File: config.mk
export PLATFORM = sky130hd
export DESIGN_NAME = act_dequant
export DESIGN_NICKNAME = d
export VERILOG_FILES = /design/src/rtl/vsd_quant_pkg.sv /design/src/rtl/dequant_scale_mem.sv /design/src/rtl/act_dequant.sv
export SDC_FILE = /design/constraint.sdc
export NUM_CORES = 1
export LEC_CHECK = 0
export ABC_AREA = 0
export CAP_MARGIN = 20
export CELL_PAD_IN_SITES_DETAIL_PLACEMENT = 2
export CELL_PAD_IN_SITES_GLOBAL_PLACEMENT = 2
export CORE_MARGIN = 5
export CORE_UTILIZATION = 48
export DETAILED_ROUTE_END_ITERATION = 8
export PLACE_DENSITY_LB_ADDON = 0.1
export SYNTH_ARGS = -nofsm -noshare
export SYNTH_HDL_FRONTEND = slang
export SYNTH_SLANG_ARGS = --single-unit
File: constraint.sdc
create_clock -name clk -period 13.82 [get_ports clk]
set_input_delay 1.382 -clock clk [delete_from_list [all_inputs] [get_ports clk]]
set_output_delay 1.382 -clock clk [all_outputs]
set_load 0.05 [all_outputs]
File: src/rtl/vsd_quant_pkg.sv
// vsd_quant_pkg: shared widths, unity scale, signed typedefs and saturating clamp
package vsd_quant_pkg;
  localparam int PARAM_BIT = 8;
  localparam int PARTIAL_BIT = 25;
  localparam int SCALE_BIT = 16;
  localparam int DSHIFT = 8;
  localparam logic signed [SCALE_BIT-1:0] UNITY_SCALE = SCALE_BIT'(1 << DSHIFT);
  typedef logic signed [PARAM_BIT-1:0] act_t;
  typedef logic signed [PARTIAL_BIT-1:0] psum_t;
  typedef logic signed [SCALE_BIT-1:0] scale_t;
  typedef logic signed [63:0] wide_t;
  function automatic wide_t sat(input wide_t v, input int w);
    wide_t hi, lo;
    hi = (64'sd1 <<< (w - 1)) - 64'sd1;
    lo = -hi - 64'sd1;
    return v > hi ? hi : v < lo ? lo : v;
  endfunction
endpackage

File: src/rtl/dequant_scale_mem.sv
// dequant_scale_mem: CH x SCALE_BIT scale table, one write port, one registered read port
// Ports: clk, rst (async, active-high, table -> unity), we/waddr/wdata write,
// re/raddr read enable and index, rdata registered read (old value on same-cycle write).
module dequant_scale_mem
  import vsd_quant_pkg::*;
#(
  parameter int CH = 16,
  parameter int SCALE_BIT = vsd_quant_pkg::SCALE_BIT,
  parameter int DSHIFT = vsd_quant_pkg::DSHIFT,
  localparam int CH_W = $clog2(CH)
) (
  input  logic                        clk,
  input  logic                        rst,
  input  logic                        we,
  input  logic [CH_W-1:0]             waddr,
  input  logic signed [SCALE_BIT-1:0] wdata,
  input  logic                        re,
  input  logic [CH_W-1:0]             raddr,
  output logic signed [SCALE_BIT-1:0] rdata
);
  localparam logic signed [SCALE_BIT-1:0] UNITY = SCALE_BIT'(1 << DSHIFT);
  logic signed [SCALE_BIT-1:0] mem [CH];
  always_ff @(posedge clk or posedge rst)
    if (rst) begin
      for (int i = 0; i < CH; i++) mem[i] <= UNITY;
      rdata <= UNITY;
    end else begin
      if (we) mem[waddr] <= wdata;
      if (re) rdata <= mem[raddr];
    end
endmodule

File: src/rtl/act_dequant.sv
// act_dequant: int8 activation -> partial-sum dequantizer, sat((act*scale[ch]) >>> DSHIFT)
// Ports: clk, rst (async, active-high), scale_we/scale_waddr/scale_wdata table write,
// in_valid/in_ready/act_in/in_last input stream, out_valid/out_ready/psum_out/out_last output.
// Option: define DEQUANT_ROUND_EN to round half toward +inf instead of floor.
module act_dequant
  import vsd_quant_pkg::*;
#(
  parameter int PARAM_BIT = vsd_quant_pkg::PARAM_BIT,
  parameter int PARTIAL_BIT = vsd_quant_pkg::PARTIAL_BIT,
  parameter int SCALE_BIT = vsd_quant_pkg::SCALE_BIT,
  parameter int DSHIFT = vsd_quant_pkg::DSHIFT,
  parameter int CH = 16,
  localparam int CH_W = $clog2(CH)
) (
  input  logic                          clk,
  input  logic                          rst,
  input  logic                          scale_we,
  input  logic [CH_W-1:0]               scale_waddr,
  input  logic signed [SCALE_BIT-1:0]   scale_wdata,
  input  logic                          in_valid,
  output logic                          in_ready,
  input  logic signed [PARAM_BIT-1:0]   act_in,
  input  logic                          in_last,
  output logic                          out_valid,
  input  logic                          out_ready,
  output logic signed [PARTIAL_BIT-1:0] psum_out,
  output logic                          out_last
);
  logic s1_v, s1_last, s2_adv, accept;
  logic signed [PARAM_BIT-1:0] s1_act;
  logic signed [SCALE_BIT-1:0] s1_scale;
  logic [CH_W-1:0] ch;
  wide_t prod, shifted;
  assign s2_adv = !out_valid || out_ready;
  assign in_ready = !s1_v || s2_adv;
  assign accept = in_valid && in_ready;
  // the table read is registered alongside act_in so both land in stage 1 together
  dequant_scale_mem #(.CH(CH), .SCALE_BIT(SCALE_BIT), .DSHIFT(DSHIFT)) u_mem (
    .clk(clk), .rst(rst), .we(scale_we), .waddr(scale_waddr), .wdata(scale_wdata),
    .re(accept), .raddr(ch), .rdata(s1_scale)
  );
  always_comb begin
    prod = 64'(s1_act) * 64'(s1_scale);
`ifdef DEQUANT_ROUND_EN
    shifted = (prod + (64'sd1 <<< (DSHIFT - 1))) >>> DSHIFT;
`else
    shifted = prod >>> DSHIFT;
`endif
  end
  always_ff @(posedge clk or posedge rst)
    if (rst) begin
      ch <= '0;
      s1_v <= 1'b0;
      s1_act <= '0;
      s1_last <= 1'b0;
      out_valid <= 1'b0;
      psum_out <= '0;
      out_last <= 1'b0;
    end else begin
      if (accept) ch <= (in_last || ch == CH_W'(CH - 1)) ? '0 : ch + 1'b1;
      if (in_ready) s1_v <= in_valid;
      if (accept) begin
        s1_act <= act_in;
        s1_last <= in_last;
      end
      if (s2_adv) out_valid <= s1_v;
      if (s2_adv && s1_v) begin
        psum_out <= PARTIAL_BIT'(sat(shifted, PARTIAL_BIT));
        out_last <= s1_last;
      end
    end
endmodule

==> out/qor.txt <==
outcome: finished clean
H-tree depth: 2
Post-Syn Area: 0.0179 mm²
Synth top area share: 0.404
Req. time, crit path: 14,300 ps
placed insts: 1,801
post-CTS setup buffer count: 0
GRT Util Overall: 0.252
synthesis-stage register bit count: 305
filler cell count: 3,363
Final ANT Viol Nets: 0
latest clock arrival within the worst-skew pair: 550 ps
Crit Path Max Fanout: 15
final WL: 50,600 µm
via/cell ratio: 5.85
Hold WC Path Type: reg -> reg
Clock Sinks: 305
Setup CP Type: reg -> reg
DR pass1 iterations: 4
nets: 1,551
die area: 0.0412 mm²
Arr. time, crit path: 5880 ps
post-route setup TNS: 0 ps
vias in the first global route: 12,946
Iter 0 DRT Violations: 449
R2R Setup Slk: 8430 ps
max-slew violations: 0
minimum clock period: 5390 ps
initial antenna violation count: 3
top-count cell post-synth: dfrtp_1
Top FF cell, synth: dfrtp_1
Critical Path Start: s1_act[7]
RSZ-0062 raised after global routing: false
first-pass GRT wire length: 79,300 µm
DR vias: 10,923
critical path's slowest cell: o211ai_1
layout cell share with drive strength beyond 1: 0.333
largest net degree at the start of global routing: 185
area leader, netlist: dfrtp_1
CP peak stage delay: 590 ps
core area: 0.0367 mm²
crit-path most repeated cell: fa_1
ys async rst share: 1.00
most frequent cells after synthesis: dfrtp_1, mux2_2, inv_1
startpoint types: flop
Ys Warns: 0
final setup vio count: 0
Chip Width: 203 µm
gpl congestion: 0.777
register clock-pin slew on the reported worst setup and hold paths: 60 ps
Hold Path Origin: psum_out[2]
crit-path cells: inv_1 -> nor2_1 -> fa_1 -> fa_1 -> fa_1 -> inv_1 -> fa_1 -> inv_1 -> ha_1 -> a21oi_1 -> nand4_1 -> o211ai_1 -> o211ai_1 -> a2111o_1 -> nand3_1
FF-to-FF Start: s1_act[7]
Mapped Cells: 1,335
CP Capture Type: flop
library cells used by synthesis: 52
WL/cell: 27.1 µm
Mean Syn Cell Area: 13.4 µm²
maxcap violations: 0
skew final: 21.3 ps
final hold violation count: 0
Num CTS Buffers: 36
syn nets: 1,514
Area growth, synth to finish: 12.8%
CTS tree: done
post_cts resized: 0
height of the chip: 203 µm
DP HPWL: 31,700 µm
Final Non-Filler Cells: 1,866
Worst slew margin: 0.207
Synth area leaders: dfrtp_1, mux2_2, fa_1
Starting Density: 0.487
hold_buf cts: 0
CTS Buffer Depth: 3
I/O Pins: 62
Antenna Diode Count: 0
Final Cycle Share: 0.390
Root Driver: clkbuf_16
hold slack: 476 ps
Fmax: 185 MHz
sequential fraction of the synthesis area: 0.429
I/O Buffers: 61
GRT overflow: 0
drt drc: 0
actual slew at the worst max-slew pin: 1190 ps
EDFF count, synth: 0
row cnt: 70
==> flip-flops by register name, indices dropped and copies added (netlist names) <==
signal	cells
ch	4
out_last	1
out_valid	1
psum_out	17
s1_act	8
s1_last	1
s1_v	1
u_mem.mem	256
u_mem.rdata	16
==> worst max-delay path: cells and delay by family (launching register included) <==
family / cells / cell delay (ps)
AO/OA/AOI/OAI: 4 / 1550
adder cells (fa/ha/maj): 5 / 2490
AND/OR/NAND/NOR: 3 / 350
buffers and inverters: 3 / 510
flip-flops: 1 / 410
==> cells in the final DEF, fill, tap and decap left out, types with 2 or more instances in the layout <==
cell type	instances
mux4_1	3
and3_1	7
mux4_2	77
o311ai_0	3
bufinv_16	3
buf_4	17
clkinv_2	2
o21a_1	2
fa_1	101
mux2i_1	4
clkdlybuf4s50_1	61
a21oi_1	13
mux2_2	282
nor3_1	4
nor2_1	23
o31ai_1	4
inv_1	139
o21ai_1	2
and2_1	85
nor2_2	9
clkbuf_16	37
or3_1	4
nand4_1	4
dfrtp_1	286
nand3b_1	6
clkbuf_1	6
o211ai_1	3
dfstp_2	17
xor2_1	4
nand2_1	57
nor3b_1	5
nand3_1	10
clkbuf_8	11
nand2b_1	10
a21o_1	3
clkinvlp_4	2
xnor2_1	9
ha_1	44
o21ai_0	16
==> stage by stage <==
step | worst slack (ps) | utilization | instance area [µm²]
floorplan | 4040 | - | 17900
CTS | 8390 | 0.548 | 20100
global placement | 8530 | 0.514 | 18900
global route | 8170 | 0.549 | 20100
detailed placement | 8440 | 0.514 | 18900
finish | 8430 | 0.549 | 20100
==> routing by layer <==
metal | routed length, µm | part of all wire | up-vias | global-route usage
met5 | 32 | 0.00063 | - | 0
met4 | 1240 | 0.025 | 6 | 0.0628
met1 | 20000 | 0.40 | 5975 | 0.300
met2 | 27400 | 0.54 | 191 | 0.470
li1 | - | - | 4656 | -
met3 | 1920 | 0.038 | 95 | 0.0478
==> path summary, 6_finish.rpt <==
kind                                   endpoint  cells after the start
worst min-delay path                psum_out[2]                      2
worst min register to register      psum_out[2]                      2
worst max-delay path               psum_out[24]                     15
max in group asynchronous             s1_act[3]                      3
min in group asynchronous       u_mem.rdata[14]                      2
worst max register to register     psum_out[24]                     15
==> kinds of logic after synthesis <==
logic type,share of synthesized area
muxes,0.282
DFF,0.429
and+or+nand+nor,0.0678
buffers and inverters,0.0510
adders and majority gates,0.144
AOI/OAI and AO/OA,0.0207
xor gates and xnor gates,0.00638
==> area by class of cell <==
class                           instances  area (µm²)  share of cell area
Clock buffer                           54        1100              0.0546
Clock inverter                         10         170             0.00845
Inverter                              140         533              0.0265
Multi-Input combinational cell        809        9320               0.462
Sequential cell                       305        7660               0.380
Tap cell                              468         586              0.0291
Timing Repair Buffer                   80         786              0.0390
Power is not shown: default switching activity piles up to over one toggle a cycle in this logic, so the estimate is an artifact.
==> patch 1 (config.mk and constraints unchanged) <==
The option `DEQUANT_ROUND_EN` is turned on by a define.
--- a/src/rtl/act_dequant.sv
+++ b/src/rtl/act_dequant.sv
@@ -4,2 +4,4 @@
 // Option: define DEQUANT_ROUND_EN to round half toward +inf instead of floor.
+`define DEQUANT_ROUND_EN
+
 module act_dequant
Function: changed (Yosys sat finds a counterexample within 4 cycles, from zero or initial values and one cycle with rst high).
==> patch 1 against the original RTL <==
  * Sequential cell count increased by 1
  * Via count about the same
  * Global-route usage fell by 0.18 points
  * Routed wire length decreased by 0.73%
  * Core utilization is 0.41 points lower
  * Cell count rose by 3.3%
  * Area after synthesis rose by 1.9%
  * Final area is 1.6% higher
  * Worst setup slack lost 0.22 ns
  * Critical path type unchanged
Power is left out: the tool's default activity adds up to more than one toggle a clock period on the data nets, which glitch-free logic cannot reach.
==> patch 1: results (changes against the original RTL) <==
| Metric | Value |
|---|---|
| M3 GR Usage | `3.53% (was 4.78%)` |
| M2 GR Usage | `45.8% (was 47.0%)` |
| Layout cells sized above 1 | `33.4% (was 33.3%)` |
| Total CTS buffers | `37 (was 36)` |
| Gpl congestion | `0.811 (was 0.777)` |
| Sequential fraction of the synthesis area | `42.2% (was 42.9%)` |
| DP HPWL | `32500 microns (was 31700 microns)` |
| Vias in the first global route | `13109 (was 12946)` |
| Worst-case hold slack | `0.470 ns (was 0.476 ns)` |
| Fmax | `178 MHz (was 185 MHz)` |
| Largest cells by area after synthesis | `dfrtp_1 (40%), mux2_2 (18%), fa_1 (11%) (unchanged)` |
| Largest net degree at the start of global routing | `118 (was 185)` |
| First-iteration detailed-routing DRC count | `416 (was 449)` |
| All-Layer GR Usage | `25.0% (was 25.2%)` |
| DP Area | `19300 sq um (was 18900 sq um)` |
| Critical path peak fanout | `17 (was 15)` |
| FILL cells | `3441 (was 3363)` |
| CP Capture Point | `psum_out[12]$_DFFE_PP0P_ (was psum_out[24]$_DFFE_PP0P_)` |
| CP startpoint | `s1_act[2]$_DFFE_PP0P_ (was s1_act[7]$_DFFE_PP0P_)` |
| Final nets | `1593 (was 1551)` |
| GRT met1 Usage | `31.8% (was 30.0%)` |
| Max Clock Skew | `0.0195 ns (was 0.0213 ns)` |
| Netlist cell types | `56 (was 52)` |
| Clk pin slew, worst setup/hold paths | `0.05 ns` |
| Most frequent cells after synthesis | `dfrtp_1 (289), mux2_2 (283), inv_1 (106) (was dfrtp_1 (288), mux2_2 (282), inv_1 (140))` |
| Reg2reg setup slack | `8.21 ns (was 8.43 ns)` |
| First-pass GRT wire length | `80100 microns (was 79300 microns)` |
| Status | `complete, no violations (unchanged)` |
| Top flop regs | `u_mem.mem (256), psum_out (18), u_mem.rdata (16) (was u_mem.mem (256), psum_out (17), u_mem.rdata (16))` |
| Initial antenna violation count | `4 (was 3)` |
| Worst relative slew slack | `32.8% (was 20.7%)` |
## patch 1: area by class of cell
| type | count | area [sq um] | area share, % |
|---|---|---|---|
| inverter | 106 | 405 | 1.98 |
| clock inverter | 9 | 106 | 0.519 |
| multi-input combinational | 855 | 9750 | 47.6 |
| antenna | 1 | 2.50 | 0.0122 |
| tap | 511 | 639 | 3.12 |
| sequential | 306 | 7680 | 37.5 |
| clock buffer | 54 | 1070 | 5.23 |
| timing repair buffer | 86 | 818 | 4.00 |
## patch 1: worst max-delay path, stage by stage (launching register included)
cell and delay (ns):
dfrtp_1 0.66, nand2_1 0.18, fa_1 0.54, fa_1 0.52, inv_1 0.05, fa_1 0.47, fa_1 0.59, fa_1 0.43
ha_1 0.34, inv_1 0.08, o41ai_4 0.50, a21oi_2 0.19, a211oi_1 0.33, mux2_1 0.36, a221o_1 0.26
## patch 1: metrics by stage
stage,instances,utilization [%]
final,1928,54.5
after global routing,1927,54.5
after detailed placement,1864,51.4
after CTS,1927,54.5
after floorplan,1352,-
after global placement,1863,51.3
## patch 1: kinds of logic (layout without fill, tap and decap cells)
| family | Yosys count | after routing | share of synthesized area, % |
|---|---|---|---|
| AND/OR/NAND/NOR | 230 | 230 | 6.48 |
| XOR/XNOR | 18 | 18 | 0.866 |
| multiplexers | 364 | 364 | 27.6 |
| other | 0 | 1 | 0 |
| buffers and inverters | 191 | 255 | 4.38 |
| adder cells (fa/ha/maj) | 167 | 167 | 15.8 |
| flip-flops | 306 | 306 | 42.2 |
| AO/OA/AOI/OAI | 76 | 76 | 2.78 |
## patch 1: metal layers
layer	part of all wire (%)	vias to the layer above
li1	-	4765
met1	42	5946
met2	53	153
met3	3.1	61
met4	1.7	2
met5	0.026	-
==> patch 2 (config.mk and constraints unchanged) <==
Made on the original files. Reset style: synchronous (`rst`), changed in 2 clocked blocks. Comments in the files are not updated.
--- a/src/rtl/dequant_scale_mem.sv
+++ b/src/rtl/dequant_scale_mem.sv
@@ -22,3 +22,3 @@
   logic signed [SCALE_BIT-1:0] mem [CH];
-  always_ff @(posedge clk or posedge rst)
+  always_ff @(posedge clk)
     if (rst) begin
--- a/src/rtl/act_dequant.sv
+++ b/src/rtl/act_dequant.sv
@@ -49,3 +49,3 @@
   end
-  always_ff @(posedge clk or posedge rst)
+  always_ff @(posedge clk)
     if (rst) begin
Function: changed (Yosys sat finds a counterexample within 4 cycles, from zero or initial values and one cycle with rst high; the reset may be asserted at any time).
==> patch 2 against the original RTL <==
  * Sequential share of layout area up 5.4 points
  * Global-route usage decreased by 0.91 points
  * Fmax increased by 1.7%
  * Clock skew up 0.0013 ns
  * Via count up 0.57%
  * Largest cell class is now registers
  * Routed wire length shrank 3.6%
  * Final area shrank 0.90%
  * Core utilization is 0.36 points lower
  * Area after synthesis down 0.20%
  * Sequential cell count unchanged
  * Worst setup slack gained 0.091 ns
  * Die area shrank 0.19%
  * Non-clock buffer count shrank 1
==> patch 2: results (changes against the original RTL) <==
| Metric | Value |
|---|---|
| Non-clk invs | `135 (was 140)` |
| Layout cells sized above 1 | `11.5% (was 33.3%)` |
| Reg2reg end | `psum_out[12]$_SDFFE_PP0P_ (was psum_out[24]$_DFFE_PP0P_)` |
| Fraction of area in registers | `43.4% (was 38.0%)` |
| Count of multi-input combinational gates | `897 (was 809)` |
| CP startpoint | `s1_act[7]$_SDFFE_PP0P_ (was s1_act[7]$_DFFE_PP0P_)` |
| Largest net degree at the start of global routing | `70 (was 185)` |
| Ys async rst share | `0% (was 100%)` |
| Initial antenna violation count | `0 (was 3)` |
| Final critical-path required period | `5.30 ns (was 5.39 ns)` |
| All-Layer GR Usage | `24.3% (was 25.2%)` |
| WL per Instance | `25.0 microns (was 27.1 microns)` |
| Status | `complete, no violations (unchanged)` |
| Most frequent cells after synthesis | `and2_1 (325), edfxtp_1 (256), inv_1 (135) (was dfrtp_1 (288), mux2_2 (282), inv_1 (140))` |
| CLK BUF | `46 (was 54)` |
| DP HPWL | `35200 microns (was 31700 microns)` |
| Non-clk buf share | `3.81% (was 3.90%)` |
| Largest cells by area after synthesis | `edfxtp_1 (43%), and2_1 (11%), fa_1 (11%) (was dfrtp_1 (40%), mux2_2 (18%), fa_1 (11%))` |
| Reg2reg setup slack | `8.52 ns (was 8.43 ns)` |
| Top flop regs | `u_mem.mem (256), psum_out (17), u_mem.rdata (16) (unchanged)` |
| FILL cells | `3416 (was 3363)` |
| Crit path DAT | `5.75 ns (was 5.88 ns)` |
| Worst-case hold slack | `0.448 ns (was 0.476 ns)` |
| Netlist cell types | `51 (was 52)` |
| Place WS | `8.52 ns (was 8.44 ns)` |
| Antenna diode count | `0 (unchanged)` |
| Gpl congestion | `0.803 (was 0.777)` |
| Hold_sp | `psum_out[11]$_SDFFE_PP0P_ (was psum_out[2]$_DFFE_PP0P_)` |
| Post-synth EDFFs | `256 (was 0)` |
| Non-clk bufs | `79 (was 80)` |
| Fraction of area in multi-input gates | `41.5% (was 46.2%)` |
| Clock buf/inv share | `5.78% (was 6.30%)` |
| Via density | `5.64 (was 5.85)` |
| DR pass1 iterations | `5 (was 4)` |
| Tightest Pin Transition | `1.08 ns (was 1.19 ns)` |
==> patch 2: worst max path at each step <==
stage                                      endpoint
after floorplan           psum_out[12]$_SDFFE_PP0P_
after global placement    psum_out[14]$_SDFFE_PP0P_
after detailed placement  psum_out[12]$_SDFFE_PP0P_
after CTS                 psum_out[12]$_SDFFE_PP0P_
after global routing      psum_out[14]$_SDFFE_PP0P_
final                     psum_out[12]$_SDFFE_PP0P_
==> patch 2: worst max-delay path: stages (launching register included) <==
cell and delay, ns:
dfxtp_1 0.33, inv_1 0.39, nor2_1 0.14, fa_1 0.54, fa_1 0.54, fa_1 0.55, inv_1 0.06, fa_1 0.53
inv_1 0.04, ha_1 0.44, a211o_1 0.34, a221o_1 0.39, a31oi_4 0.26, o21ai_2 0.11, a311o_1 0.37, a31oi_1 0.18
==> patch 2: cells by family after synthesis <==
logic type / share of synthesized area, %
AO/OA/AOI/OAI: 3.55
adder cells (fa/ha/maj): 14.4
AND/OR/NAND/NOR: 17.4
XOR/XNOR: 0.983
buffers and inverters: 4.89
multiplexers: 10.1
flip-flops: 48.6
==> patch 2: per-layer routing <==
metal | routed length [microns] | global-route usage [%]
met1 | 19200 | 28.6
met2 | 27200 | 46.9
met3 | 1430 | 3.34
met4 | 1010 | 5.80
met5 | 0 | 0
==> patch 2: per-stage QoR <==
| stage | cell area, sq um | util [%] | cells |
|---|---|---|---|
| 2_1_floorplan | 17800 | - | 1422 |
| 3_3_place_gp | 18800 | 51.3 | 1880 |
| 3_5_place_dp | 18800 | 51.3 | 1880 |
| 4_1_cts | 19900 | 54.4 | 1945 |
| 5_1_grt | 20000 | 54.5 | 1949 |
| 6_report | 20000 | 54.5 | 1949 |
==> patch 2: report_power, final <==
group	internal, mW	switching (mW)
combinational	0.125	0.180
clock	0.539	0.396
sequential	1.05	0.0395
total	1.71	0.616
